### config.mk
export PLATFORM = sky130hd
export DESIGN_NAME = imem_loader
export DESIGN_NICKNAME = d
export VERILOG_FILES = /design/src/rtl/imem_loader_pkg.sv /design/src/rtl/imem_loader_byte_packer.sv /design/src/rtl/imem_loader.sv
export SDC_FILE = /design/constraint.sdc
export NUM_CORES = 1
export LEC_CHECK = 0
export CAP_MARGIN = 20
export CORE_MARGIN = 5
export CORE_UTILIZATION = 50
export CTS_CLUSTER_DIAMETER = 150
export DETAILED_ROUTE_END_ITERATION = 16
export PLACE_DENSITY = 0.81
export SYNTH_ARGS = -nofsm -noshare
export SYNTH_HDL_FRONTEND = slang
export SYNTH_HIERARCHICAL = 1
export SYNTH_SLANG_ARGS = --single-unit
### constraint.sdc
create_clock -name clk -period 7.7 [get_ports clk]
set_clock_uncertainty 0.2 [all_clocks]
set_input_delay 0.77 -clock clk [delete_from_list [all_inputs] [get_ports clk]]
set_output_delay 0.77 -clock clk [all_outputs]
set_load 0.05 [all_outputs]
### src/rtl/imem_loader_pkg.sv
// Shared types and sizing for the instruction-memory loader.
package imem_loader_pkg;

   typedef enum logic [2:0] {IDLE, ASSEMBLE, WRITE, DONE, ERROR} loader_state_e;

   localparam int BYTES_PER_WORD = 4;
   localparam int WCNT_W         = 16;
   localparam int IDX_W          = $clog2(BYTES_PER_WORD);

endpackage

### src/rtl/imem_loader_byte_packer.sv
// Packs a byte stream little-endian into words; a last byte closes the word early,
// leaving the unfilled upper bytes at zero.
module imem_loader_byte_packer
   import imem_loader_pkg::*;
(
   input  logic                          clk,
   input  logic                          rst,
   input  logic                          clear_i,
   input  logic                          byte_fire_i,
   input  logic [7:0]                    byte_data_i,
   input  logic                          byte_last_i,
   output logic                          word_valid_o,
   output logic [BYTES_PER_WORD*8-1:0]   word_o
);

   logic [IDX_W-1:0]              idx_q, idx_d;
   logic [BYTES_PER_WORD*8-1:0]   acc_q, acc_d;

   // acc_q only ever holds bytes below idx_q, so the upper lanes are already zero
   always_comb begin
      word_o                  = acc_q;
      word_o[8*idx_q +: 8]    = byte_data_i;
      word_valid_o            = byte_fire_i & ((idx_q == IDX_W'(BYTES_PER_WORD-1)) | byte_last_i);
   end

   always_comb begin
      idx_d = idx_q;
      acc_d = acc_q;
      if (clear_i) begin
         idx_d = '0;
         acc_d = '0;
      end else if (word_valid_o) begin
         idx_d = '0;
         acc_d = '0;
      end else if (byte_fire_i) begin
         idx_d = idx_q + 1'b1;
         acc_d = word_o;
      end
   end

   always_ff @(posedge clk or negedge rst) begin
      if (!rst) begin
         idx_q <= '0;
         acc_q <= '0;
      end else begin
         idx_q <= idx_d;
         acc_q <= acc_d;
      end
   end

endmodule

### src/rtl/imem_loader.sv
// Instruction-memory writer: byte stream in, word writes at BASE_ADDR + 4*n out.
// Optional XOR checksum of written words when IMEM_LOADER_CHECKSUM_EN is defined.
module imem_loader
   import imem_loader_pkg::*;
#(
   parameter int                AWIDTH    = 32,
   parameter int                DWIDTH    = 32,
   parameter logic [AWIDTH-1:0] BASE_ADDR = 32'h01000000,
   parameter int                MAX_WORDS = 1024
)(
   input  logic                clk,
   input  logic                rst,
   input  logic                start_i,
   input  logic                byte_valid_i,
   input  logic [7:0]          byte_data_i,
   input  logic                byte_last_i,
   output logic                byte_ready_o,
   output logic [AWIDTH-1:0]   addr_o,
   output logic [DWIDTH-1:0]   data_o,
   output logic                write_en_o,
   output logic                read_en_o,
   output logic                busy_o,
   output logic                done_o,
   output logic                err_o,
   output logic                core_rst_o,
   output logic [WCNT_W-1:0]   words_written_o,
   output logic [DWIDTH-1:0]   checksum_o
);

   loader_state_e        state_q, state_d;
   logic [WCNT_W-1:0]    words_q;
   logic [AWIDTH-1:0]    addr_q;
   logic [DWIDTH-1:0]    data_q;
   logic                 last_q;
   logic [DWIDTH-1:0]    word;
   logic                 word_valid, byte_fire, at_cap, overflow, load_start;

   assign byte_ready_o = (state_q == ASSEMBLE);
   assign byte_fire    = byte_valid_i & byte_ready_o;
   assign at_cap       = (words_q == WCNT_W'(MAX_WORDS));
   assign overflow     = byte_fire & at_cap;
   assign load_start   = start_i & ((state_q == IDLE) | (state_q == DONE) | (state_q == ERROR));

   // a byte arriving with the image already full is dropped, not packed
   imem_loader_byte_packer u_packer (
      .clk          (clk),
      .rst          (rst),
      .clear_i      (load_start),
      .byte_fire_i  (byte_fire & ~at_cap),
      .byte_data_i  (byte_data_i),
      .byte_last_i  (byte_last_i),
      .word_valid_o (word_valid),
      .word_o       (word)
   );

   always_comb begin
      state_d = state_q;
      unique case (state_q)
         IDLE, DONE, ERROR: if (start_i) state_d = ASSEMBLE;
         ASSEMBLE: begin
            if (overflow)        state_d = ERROR;
            else if (word_valid) state_d = WRITE;
         end
         WRITE:   state_d = last_q ? DONE : ASSEMBLE;
         default: state_d = IDLE;
      endcase
   end

   always_ff @(posedge clk or negedge rst) begin
      if (!rst) state_q <= IDLE;
      else      state_q <= state_d;
   end

   always_ff @(posedge clk or negedge rst) begin
      if (!rst) begin
         words_q <= '0;
         addr_q  <= '0;
         data_q  <= '0;
         last_q  <= 1'b0;
      end else begin
         if (load_start) begin
            words_q <= '0;
            last_q  <= 1'b0;
         end else if ((state_q == WRITE) && !at_cap) begin
            words_q <= words_q + 1'b1;
         end
         // word index is captured before the increment that follows the strobe
         if (word_valid) begin
            data_q <= word;
            addr_q <= BASE_ADDR + (AWIDTH'(words_q) << 2);
            last_q <= byte_last_i;
         end
      end
   end

   assign addr_o          = addr_q;
   assign data_o          = data_q;
   assign write_en_o      = (state_q == WRITE);
   assign read_en_o       = 1'b0;
   assign busy_o          = (state_q == ASSEMBLE) | (state_q == WRITE);
   assign done_o          = (state_q == DONE);
   assign err_o           = (state_q == ERROR);
   assign core_rst_o      = busy_o;
   assign words_written_o = words_q;

`ifdef IMEM_LOADER_CHECKSUM_EN
   logic [DWIDTH-1:0] csum_q;

   always_ff @(posedge clk or negedge rst) begin
      if (!rst)            csum_q <= '0;
      else if (load_start) csum_q <= '0;
      else if (write_en_o) csum_q <= csum_q ^ data_q;
   end

   assign checksum_o = csum_q;
`else
   assign checksum_o = '0;
`endif

endmodule

==> results by group, run 1 <==
STA
  – RSZ-0062 raised after global routing: no
  – Fmax: slightly below 300 MHz
  – Final setup violation count: 0
  – Final TNS setup: 0 ns
  – Tcrit/Tclk final: 0.444
  – Final Critical Period: approximately 3.4 ns
  – Worst slew pin tran: roughly 0.95 ns
  – Worst hold slack: around 0.094 ns
  – Max-slew headroom: 0.370
  – Slew Viols, Final: 0
  – Final hold violations: 0

Global route
  – First-pass GRT wire length: between 15000 and 20000 um
  – GR Overflow Total: 0
  – All-Layer GR Usage: 0.171
  – Initial antenna violation count: 0
  – Vias in the first global route: approximately 3600
  – Pin count of the biggest net entering global routing: a little under 80

Cells and area
  – Register Area: 0.00258 sq mm
  – Area taken by multi-input logic gates: between 0.002 and 0.0025 sq mm
  – P&R area growth vs syn: 17.6%
  – Layout cell share with drive strength beyond 1: 0.174
  – Final core occ: 0.597
  – Number of fill cells: between 800 and 900
  – Nets: roughly 530
  – Antenna fix cells: 0

Status
  – Outcome: completed

Critical path
  – Crit-path cells: inv_1 > ha_1 > nor4b_1 > and4_1 > nor2_1 > and2_1 > o21a_2 > buf_4 > o32a_1 > o31ai_1 > a2bb2oi_1
  – Startpoint types: register
  – Top delay family on crit path: compound AO/OA/AOI/OAI gates
  – Crit path depth: 11
  – WP buf/inv: 2
  – Crit Path Category: register to register
  – Worst Setup End Kind: register
  – Crit path required time: just under 8 ns
  – Critical path arrival: 3.51 ns
  – CP max stage cell: o21a_2
  – Crit Path Max Fanout: 33
  – CP max stage delay: about 0.55 ns
  – R2R setup slack: 4.28 ns
  – Worst r2r path cells: 11

Power and ir drop
  – Overall power: 1730 uW
  – Clock power frac: 0.191
  – Cell area power density: approximately 280 mW/mm^2
  – Sequential Power Share: 0.373
  – Internal power: about 960 uW
  – Net Sw Power: around 770 uW
  – Leakage power: 0.00275 uW
  – Switching share of power: 0.444
  – Logic pwr share: 0.436
  – Worst VDD drop: roughly 0.00024 V

Floorplanning
  – Chip width: 112 um
  – Die Y: about 110 um
  – Total I/O pin count: about 130
  – Core box area: 0.0102 sq mm
  – Die Area: about 0.012 sq mm
  – Initial Utilization: 0.508
  – Row Count: 37

Logic synthesis
  – Top cells by count, synth: dfrtp_1 (103), mux2_2 (53), buf_4 (50)
  – Synth Flop Type: dfrtp_1
  – Share of the synthesized area in the top cell type: 0.498
  – Synth Register Bits: 103
  – EDFF count, synth: 0
  – Mapped cell area: around 0.0052 sq mm
  – Most common cell in the netlist: dfrtp_1
  – YS warnings: 6
  – Syn avg cell area: 11.8 sq um
  – Post-Synthesis Cells: 440
  – Synth area leaders: dfrtp_1 (50%), mux2_2 (12%), buf_4 (7.3%)
  – Seq/Total Area, Yosys: 0.498
  – Yosys cell types: 53
  – Synth area leader: dfrtp_1
  – Async SR Flop Fraction: 1.00

Run
  – Max cap viols: 0

Placed design
  – Dpl hpwl: roughly 7600 um
  – Routability cong.: ~0.8
  – PortBufs: between 80 and 90

Drt
  – Initial DRC count: 198
  – Routed vias/inst: 5.52
  – DR vias: approximately 3600
  – Detail Route Antenna Nets: 0
  – # DRC: 0
  – Routed WL: roughly 11000 um
  – Avg WL per Cell: 16.8 um
  – Drt pass-1 iters: 4

Clock tree
  – Clk slew on worst S/H paths: 0.10 ns
  – CTS sink cnt: between 100 and 150
  – H-tree levels: 3
  – CTS root buf: clkbuf_8
  – Post-CTS Hold Fix Bufs: 0
  – PostCTS Resize Cnt: 0
  – Skew-Pair Late Insertion Delay: about 0.38 ns
  – TritonCTS Buffers: 9
  – Post-CTS Setup Bufs: 0
  – Maximum clock insertion buffer count: 2
  – CTS tree: done

Hold path
  – Worst hold path class: input pin to asynchronous set/reset pin
[placed cells by master, fill, tap and decap left out, drive strengths merged, types with 11 or more instances in the layout]
| cell | n |
|---|---|
| a22o | 31 |
| a32o | 24 |
| clkdlybuf4s50 | 82 |
| conb | 48 |
| dfrtp | 103 |
| inv | 25 |
| mux2 | 53 |
| nand2 | 18 |
| nor2 | 11 |
| o21ai | 19 |
[metal layers]
metal | global-route usage | routed length, um | part of all wire
met3 | 0.0337 | 725 | 0.066
met2 | 0.288 | 5540 | 0.50
met4 | 0.0576 | 122 | 0.011
met1 | 0.222 | 4600 | 0.42
met5 | 0 | 0 | 0
[kinds of logic after synthesis]
kind of cell	share of synthesized area
other cells	0.000725
mux	0.117
compound gates	0.147
xor+xnor	0.00508
buf+inv	0.110
simple gates	0.102
flops	0.498
fa+ha+maj	0.0194
[final timing paths]
path	startpoint	endpoint
max	words_written_o[0]	state_q[1]
min	rst	addr_o[16]
max reg2reg	words_written_o[0]	state_q[1]
min in group clk	addr_o[24]	addr_o[24]
min reg2reg	addr_o[24]	addr_o[24]
max in group asynchronous	rst	addr_o[24]
[state kept, by name (all words and copies together), names as in the netlist]
name,cells
data_o,32
u_packer/acc_q,32
addr_o,17
last_q,1
state_q,3
u_packer/idx_q,2
words_written_o,16
[per-stage QoR]
step | worst slack [ns] | std cells | instance area [sq um]
after floorplan | 4.41 | 487 | 5350
after global placement | 4.12 | 637 | 5890
after detailed placement | 4.09 | 637 | 5890
after CTS | 4.25 | 653 | 6080
after global routing | 3.95 | 653 | 6080
final | 4.28 | 653 | 6080
[power groups by stage]
stage               Sequential (uW)  Combinational, uW  Clock, uW
floorplan                       750                478          0
global placement                652                739          0
detailed placement              655                753          0
CTS                             645                756        342
global route                    654                808        359
finish                          645                754        331
[final cells by class]
cell class / instances / area share
Clock buffer: 9 / 0.0204
Clock inverter: 7 / 0.0111
Inverter: 22 / 0.0136
Multi-Input combinational cell: 289 / 0.362
Sequential cell: 103 / 0.424
Tap cell: 136 / 0.0280
Timing Repair Buffer: 87 / 0.141
(Power assumes the default switching activity.)
==> inputs of run 2 (changes only) <==
--- a/config.mk
+++ b/config.mk
@@ -7,10 +7,10 @@
 export LEC_CHECK = 0
 export CAP_MARGIN = 20
 export CORE_MARGIN = 5
-export CORE_UTILIZATION = 50
+export CORE_UTILIZATION = 49
 export CTS_CLUSTER_DIAMETER = 150
 export DETAILED_ROUTE_END_ITERATION = 16
-export PLACE_DENSITY = 0.81
+export PLACE_DENSITY = 0.8
 export SYNTH_ARGS = -nofsm -noshare
 export SYNTH_HDL_FRONTEND = slang
 export SYNTH_HIERARCHICAL = 1
==> constraint.sdc (replaced) <==
create_clock -name clk -period 3.2 [get_ports clk]
set_clock_uncertainty 0.2 [all_clocks]
set_input_delay 0.32 -clock clk [delete_from_list [all_inputs] [get_ports clk]]
set_output_delay 0.32 -clock clk [all_outputs]
set_load 0.05 [all_outputs]
==> results by group, run 2 (synthesis results as in run 1) <==
Status
  – Outcome: completed (unchanged)

STA
  – Max-slew headroom: 0.472 (was 0.370)
  – Final setup violation count: 0 (unchanged)
  – Final Critical Period: around 2.9 ns
  – Worst hold slack: 0.276 ns (was 0.0935 ns)
  – RSZ-0062 raised after global routing: no (unchanged)
  – Slew Viols, Final: 0 (unchanged)
  – Tcrit/Tclk final: 0.892
  – Fmax: around 350 MHz
  – Final hold violations: 0 (unchanged)
  – Final TNS setup: 0 ns (unchanged)
  – Worst slew pin tran: 0.792 ns (was 0.945 ns)

Clock tree
  – PostCTS Resize Cnt: 0 (unchanged)
  – CTS root buf: clkbuf_8 (unchanged)
  – Skew-Pair Late Insertion Delay: 0.37 ns (was 0.38 ns)
  – Clk slew on worst S/H paths: 0.08 ns (was 0.10 ns)
  – CTS sink cnt: 103 (unchanged)
  – H-tree levels: 3 (unchanged)
  – CTS tree: done (unchanged)
  – TritonCTS Buffers: 9 (unchanged)
  – Maximum clock insertion buffer count: 2 (unchanged)

Placed design
  – Routability cong.: 0.793 (was 0.805)
  – Placed standard-cell area: 0.00595 sq mm (was 0.00589 sq mm)
  – PortBufs: 83 (unchanged)
  – Dpl hpwl: 7850 um (was 7600 um)

Cells and area
  – Most frequent cells in the layout: dfrtp_1 (101), clkdlybuf4s50_1 (82), mux2_2 (53) (was dfrtp_1 (103), clkdlybuf4s50_1 (82), mux2_2 (53))
  – Number of fill cells: 845 (was 838)
  – Antenna fix cells: 0 (unchanged)
  – Commonest non-fill, non-tap cell in the layout: dfrtp_1 (unchanged)
  – P&R area growth vs syn: 19.6% (was 17.6%)
  – Layout cell share with drive strength beyond 1: 0.189 (was 0.174)
  – Final non-filler cell area: 0.00618 sq mm (was 0.00608 sq mm)
  – Nets: 541 (was 533)

Critical path
  – Crit Path Max Fanout: 8 (was 33)
  – Crit path required time: 2.68 ns (was 7.80 ns)
  – Startpoint types: register (unchanged)
  – R2R setup slack: 0.41 ns (was 4.28 ns)
  – Worst r2r path cells: 9 (was 11)
  – Crit Path Category: register to output port (was register to register)
  – Critical path arrival: 2.33 ns (was 3.51 ns)
  – Worst r2r dst: u_packer/acc_q[3] (was state_q[1])
  – Worst Setup End Kind: output port (was register)
  – Reg-to-Reg Start: words_written_o[0] (unchanged)

Power and ir drop
  – Cell area power density: 700 mW/mm^2 (was 284 mW/mm^2)
  – Internal power: 2520 uW (was 962 uW)
  – Sequential Power Share: 0.359 (was 0.373)
  – Worst VDD drop: 0.000638 V (was 0.000235 V)
  – Logic pwr share: 0.432 (was 0.436)
  – Leakage power: 0.00280 uW (was 0.00275 uW)
  – Clock power frac: 0.210 (was 0.191)
  – Switching share of power: 0.419 (was 0.444)
  – Net Sw Power: 1820 uW (was 767 uW)

Floorplanning
  – Die Area: 0.0127 sq mm (was 0.0125 sq mm)
  – Initial Utilization: 0.501 (was 0.508)
  – Core box area: 0.0103 sq mm (was 0.0102 sq mm)
  – Chip width: 113 um (was 112 um)
  – Total I/O pin count: 132 (unchanged)
  – Die Y: 113 um (was 112 um)
  – Row Count: 37 (unchanged)

Hold path
  – Hold Path Origin: addr_o[24]
  – Worst hold path class: register to register (was input pin to asynchronous set/reset pin)
  – Hold depth: 1
  – Worst Hold Path EP: addr_o[24]

Drt
  – # DRC: 0 (unchanged)
  – Detail Route Antenna Nets: 0 (unchanged)
  – DR vias: 3675 (was 3605)
  – Initial DRC count: 274 (was 198)
  – Routed vias/inst: 5.56 (was 5.52)
  – Drt pass-1 iters: 6 (was 4)
  – Avg WL per Cell: 16.7 um (was 16.8 um)
  – Routed WL: 11000 um (about the same)

Global route
  – All-Layer GR Usage: 0.172 (was 0.171)
  – Vias in the first global route: 3538 (was 3563)
  – Pin count of the biggest net entering global routing: 64 (was 78)
  – First-pass GRT wire length: 17900 um (was 17500 um)
  – GR Overflow Total: 0 (unchanged)
  – Initial antenna violation count: 0 (unchanged)

Run
  – Max cap viols: 0 (unchanged)
[run 2: cell count changes in the layout (fill, tap and decap cells not counted), sizes merged]
| cell | change |
|---|---|
| buf | +7 |
| dlygate4sd3 | +1 |
| bufinv | +2 |
| clkbuf | +1 |
| clkinvlp | +1 |
| inv | -1 |
| clkinv | -3 |
[run 2: through the flow]
step | worst slack [ns] | utilization | total power [uW] | instances
2_1_floorplan | 0.0802 | - | 2960 | 487
3_3_place_gp | 0.542 | 0.576 | 3390 | 644
3_5_place_dp | 0.431 | 0.576 | 3430 | 644
4_1_cts | 0.336 | 0.599 | 4350 | 661
5_1_grt | 0.266 | 0.599 | 4550 | 661
6_report | 0.347 | 0.599 | 4330 | 661
[run 2: how the worst max path moves through the flow]
stage | slack [ns] | to | start
5_1_grt | 0.27 | write_en_o | state_q[1]
4_1_cts | 0.34 | write_en_o | state_q[0]
6_report | 0.35 | write_en_o | state_q[1]
3_3_place_gp | 0.54 | addr_o[2] | words_written_o[0]
2_1_floorplan | 0.08 | addr_o[4] | words_written_o[0]
3_5_place_dp | 0.43 | data_o[26] | words_written_o[0]
[run 2: what timing repair did]
item | 4_1_cts | 5_1_grt
setup endpoints to repair | 0 | 0
buffers inserted | 0 | 0
hold endpoints to repair | 61 | 0
hold buffers | 1 | 0
[run 2: layout make-up]
type                            count  area (sq um)  area share
Multi-Input combinational cell    289          2200       0.356
Inverter                           22          82.6      0.0134
Tap cell                          136           170      0.0275
Clock buffer                       10           138      0.0223
Clock inverter                      6          90.1      0.0146
Timing Repair Buffer               95           921       0.149
Sequential cell                   103          2580       0.417
[run 2: critical path, stage by stage (launching register included)]
cell and delay (ns):
dfrtp_1 0.46, or3b_1 0.51, inv_2 0.18, clkdlybuf4s50_1 0.82
[run 2: power by group through the flow]
stage	sequential, uW	combinational (uW)	clock (uW)
5_1_grt	1580	1980	982
2_1_floorplan	1810	1150	0
4_1_cts	1550	1870	931
3_3_place_gp	1570	1820	0
6_report	1550	1870	908
3_5_place_dp	1580	1860	0
[run 2: routing by layer]
| layer | vias up | share of wire | routed length (um) | global-route usage |
|---|---|---|---|---|
| li1 | 1663 | - | - | - |
| met1 | 1847 | 0.41 | 4530 | 0.229 |
| met2 | 154 | 0.50 | 5510 | 0.285 |
| met3 | 11 | 0.084 | 927 | 0.0487 |
| met4 | 0 | 0.0066 | 73 | 0.0345 |
| met5 | - | 0 | 0 | 0 |
==> inputs of run 3 (changes only) <==
--- a/config.mk
+++ b/config.mk
@@ -8,8 +8,10 @@
 export CAP_MARGIN = 20
 export CORE_MARGIN = 5
 export CORE_UTILIZATION = 49
+export CTS_BUF_LIST = sky130_fd_sc_hd__clkbuf_16
 export CTS_CLUSTER_DIAMETER = 150
 export DETAILED_ROUTE_END_ITERATION = 16
+export HOLD_SLACK_MARGIN = 0.1
 export PLACE_DENSITY = 0.8
 export SYNTH_ARGS = -nofsm -noshare
 export SYNTH_HDL_FRONTEND = slang
==> results by group, run 3 (synthesis results as in run 1) <==
Hold path
  – Hold Path Origin: addr_o[24] (unchanged)
  – Hold depth: 1 (unchanged)
  – Worst hold path class: register to register (unchanged)
  – Worst Hold Path EP: addr_o[24] (unchanged)

Critical path
  – WP buf/inv: 2 (unchanged)
  – Worst r2r path cells: 9 (unchanged)
  – R2R setup slack: 0.41 ns (about the same)
  – Startpoint types: register (unchanged)
  – Critical path arrival: 2.30 ns (was 2.33 ns)
  – Top delay family on crit path: buffers and inverters (unchanged)
  – Reg-to-Reg Start: words_written_o[0] (unchanged)
  – Worst Setup End Kind: output port (unchanged)
  – Worst r2r dst: data_o[26] (was u_packer/acc_q[3])
  – CP max stage delay: 0.82 ns (about the same)
  – Crit-path cells: or3b_1 > inv_2 > clkdlybuf4s50_1 (unchanged)
  – Crit path required time: 2.68 ns (about the same)
  – Crit Path Max Fanout: 8 (unchanged)
  – CP max stage cell: clkdlybuf4s50_1 (unchanged)
  – Crit Path Category: register to output port (unchanged)

Run
  – Max cap viols: 0 (unchanged)

Power and ir drop
  – Cell area power density: 729 mW/mm^2 (was 700 mW/mm^2)
  – Worst VDD drop: 0.000659 V (was 0.000638 V)
  – Overall power: 4580 uW (was 4330 uW)
  – Leakage power: 0.00284 uW (was 0.00280 uW)

STA
  – Worst slew pin tran: 0.796 ns (was 0.792 ns)
  – Final TNS setup: 0 ns (unchanged)
  – RSZ-0062 raised after global routing: no (unchanged)
  – Worst hold slack: 0.270 ns (was 0.276 ns)
  – Final setup violation count: 0 (unchanged)
  – Max-slew headroom: 0.465 (was 0.472)
  – Tcrit/Tclk final: 0.880 (was 0.892)
  – Final Critical Period: 2.82 ns (was 2.85 ns)
  – Final hold violations: 0 (unchanged)
  – Fmax: 355 MHz (was 350 MHz)
  – Slew Viols, Final: 0 (unchanged)

Clock tree
  – CTS root buf: clkbuf_16 (was clkbuf_8)
  – Post-CTS Setup Bufs: 0 (unchanged)
  – Maximum clock insertion buffer count: 2 (unchanged)
  – H-tree levels: 3 (unchanged)
  – CTS sink cnt: 103 (unchanged)
  – TritonCTS Buffers: 9 (unchanged)
  – CTS tree: done (unchanged)
  – Clk slew on worst S/H paths: 0.06 ns (was 0.08 ns)
  – Skew-Pair Late Insertion Delay: 0.33 ns (was 0.37 ns)

Drt
  – # DRC: 0 (unchanged)
  – Detail Route Antenna Nets: 0 (unchanged)
  – Avg WL per Cell: 16.7 um (about the same)
  – Routed WL: 11000 um (about the same)
  – Initial DRC count: 200 (was 274)
  – Routed vias/inst: 5.55 (was 5.56)
  – Drt pass-1 iters: 7 (was 6)
  – DR vias: 3671 (was 3675)

Global route
  – Pin count of the biggest net entering global routing: 64 (unchanged)
  – First-pass GRT wire length: 18000 um (was 17900 um)
  – All-Layer GR Usage: 0.172 (about the same)
  – Initial antenna violation count: 0 (unchanged)
  – GR Overflow Total: 0 (unchanged)
  – Vias in the first global route: 3598 (was 3538)

Cells and area
  – Antenna fix cells: 0 (unchanged)
  – Commonest non-fill, non-tap cell in the layout: dfrtp_1 (unchanged)
  – Most frequent cells in the layout: dfrtp_1 (101), clkdlybuf4s50_1 (82), mux2_2 (53) (unchanged)
  – Layout cell share with drive strength beyond 1: 0.187 (was 0.189)
  – Nets: 541 (unchanged)
  – Final non-filler cell area: 0.00628 sq mm (was 0.00618 sq mm)
  – P&R area growth vs syn: 21.4% (was 19.6%)
  – Final core occ: 0.608 (was 0.599)
  – Number of fill cells: 840 (was 845)

Placed design
  – Dpl hpwl: 7850 um (unchanged)
  – Routability cong.: 0.793 (unchanged)
  – PortBufs: 83 (unchanged)
  – Placed standard-cell area: 0.00595 sq mm (unchanged)

Status
  – Outcome: completed (unchanged)

Floorplanning
  – Die Area: 0.0127 sq mm (unchanged)
  – Row Count: 37 (unchanged)
  – Initial Utilization: 0.501 (unchanged)
  – Die Y: 113 um (unchanged)
  – Total I/O pin count: 132 (unchanged)
  – Core box area: 0.0103 sq mm (unchanged)
  – Chip width: 113 um (unchanged)
==> run 3: how the worst max path moves through the flow <==
stage | end | start | depth (start not counted) | slack [ns]
4_1_cts | write_en_o | state_q[0] | 3 | 0.38
5_1_grt | u_packer/acc_q[4] | words_written_o[0] | 9 | 0.27
2_1_floorplan | addr_o[4] | words_written_o[0] | 11 | 0.08
3_5_place_dp | data_o[26] | words_written_o[0] | 9 | 0.43
6_report | write_en_o | state_q[0] | 3 | 0.38
3_3_place_gp | addr_o[2] | words_written_o[0] | 9 | 0.54
==> run 3: metal layers <==
metal | vias up | track usage | part of all wire
met5 | - | 0 | 0
met4 | 0 | 0.0409 | 0.0096
met1 | 1845 | 0.232 | 0.43
met3 | 9 | 0.0401 | 0.072
met2 | 151 | 0.282 | 0.49
li1 | 1666 | - | -
==> run 3: power by group <==
part           internal (uW)  leakage [uW]  switching (uW)
sequential              1440       0.00141             118
clock                    687      0.000154             465
combinational            612       0.00128            1260
total                   2740       0.00284            1840
==> run 3: worst reg2reg max path: stages (launching register included) <==
cell and delay [ns]:
dfrtp_2 0.43, inv_1 0.06, ha_1 0.18, nor4b_1 0.14
and4_1 0.29, nor2_1 0.14, and2_1 0.32, o21a_2 0.25
buf_4 0.30, mux2_2 0.38
==> run 3: metrics by stage <==
step | std cells | worst slack, ns
finish | 661 | 0.383
global route | 661 | 0.273
CTS | 661 | 0.381
detailed placement | 644 | 0.431
global placement | 644 | 0.542
floorplan | 487 | 0.0802
==> run 3: what timing repair did <==
| item | 4_1_cts | 5_1_grt |
|---|---|---|
| hold buffers | 1 | 0 |
| gates resized for setup | 0 | 0 |
| endpoints found under the hold margin | 61 | 0 |
| endpoints found under the setup margin | 0 | 0 |
==> run 3: area by class of cell <==
type	count	area [sq um]	share of cell area
Inverter	22	82.6	0.0132
Sequential cell	103	2580	0.411
Clock inverter	7	93.8	0.0150
Timing Repair Buffer	95	921	0.147
Clock buffer	9	225	0.0359
Tap cell	136	170	0.0271
Multi-Input combinational cell	289	2200	0.351
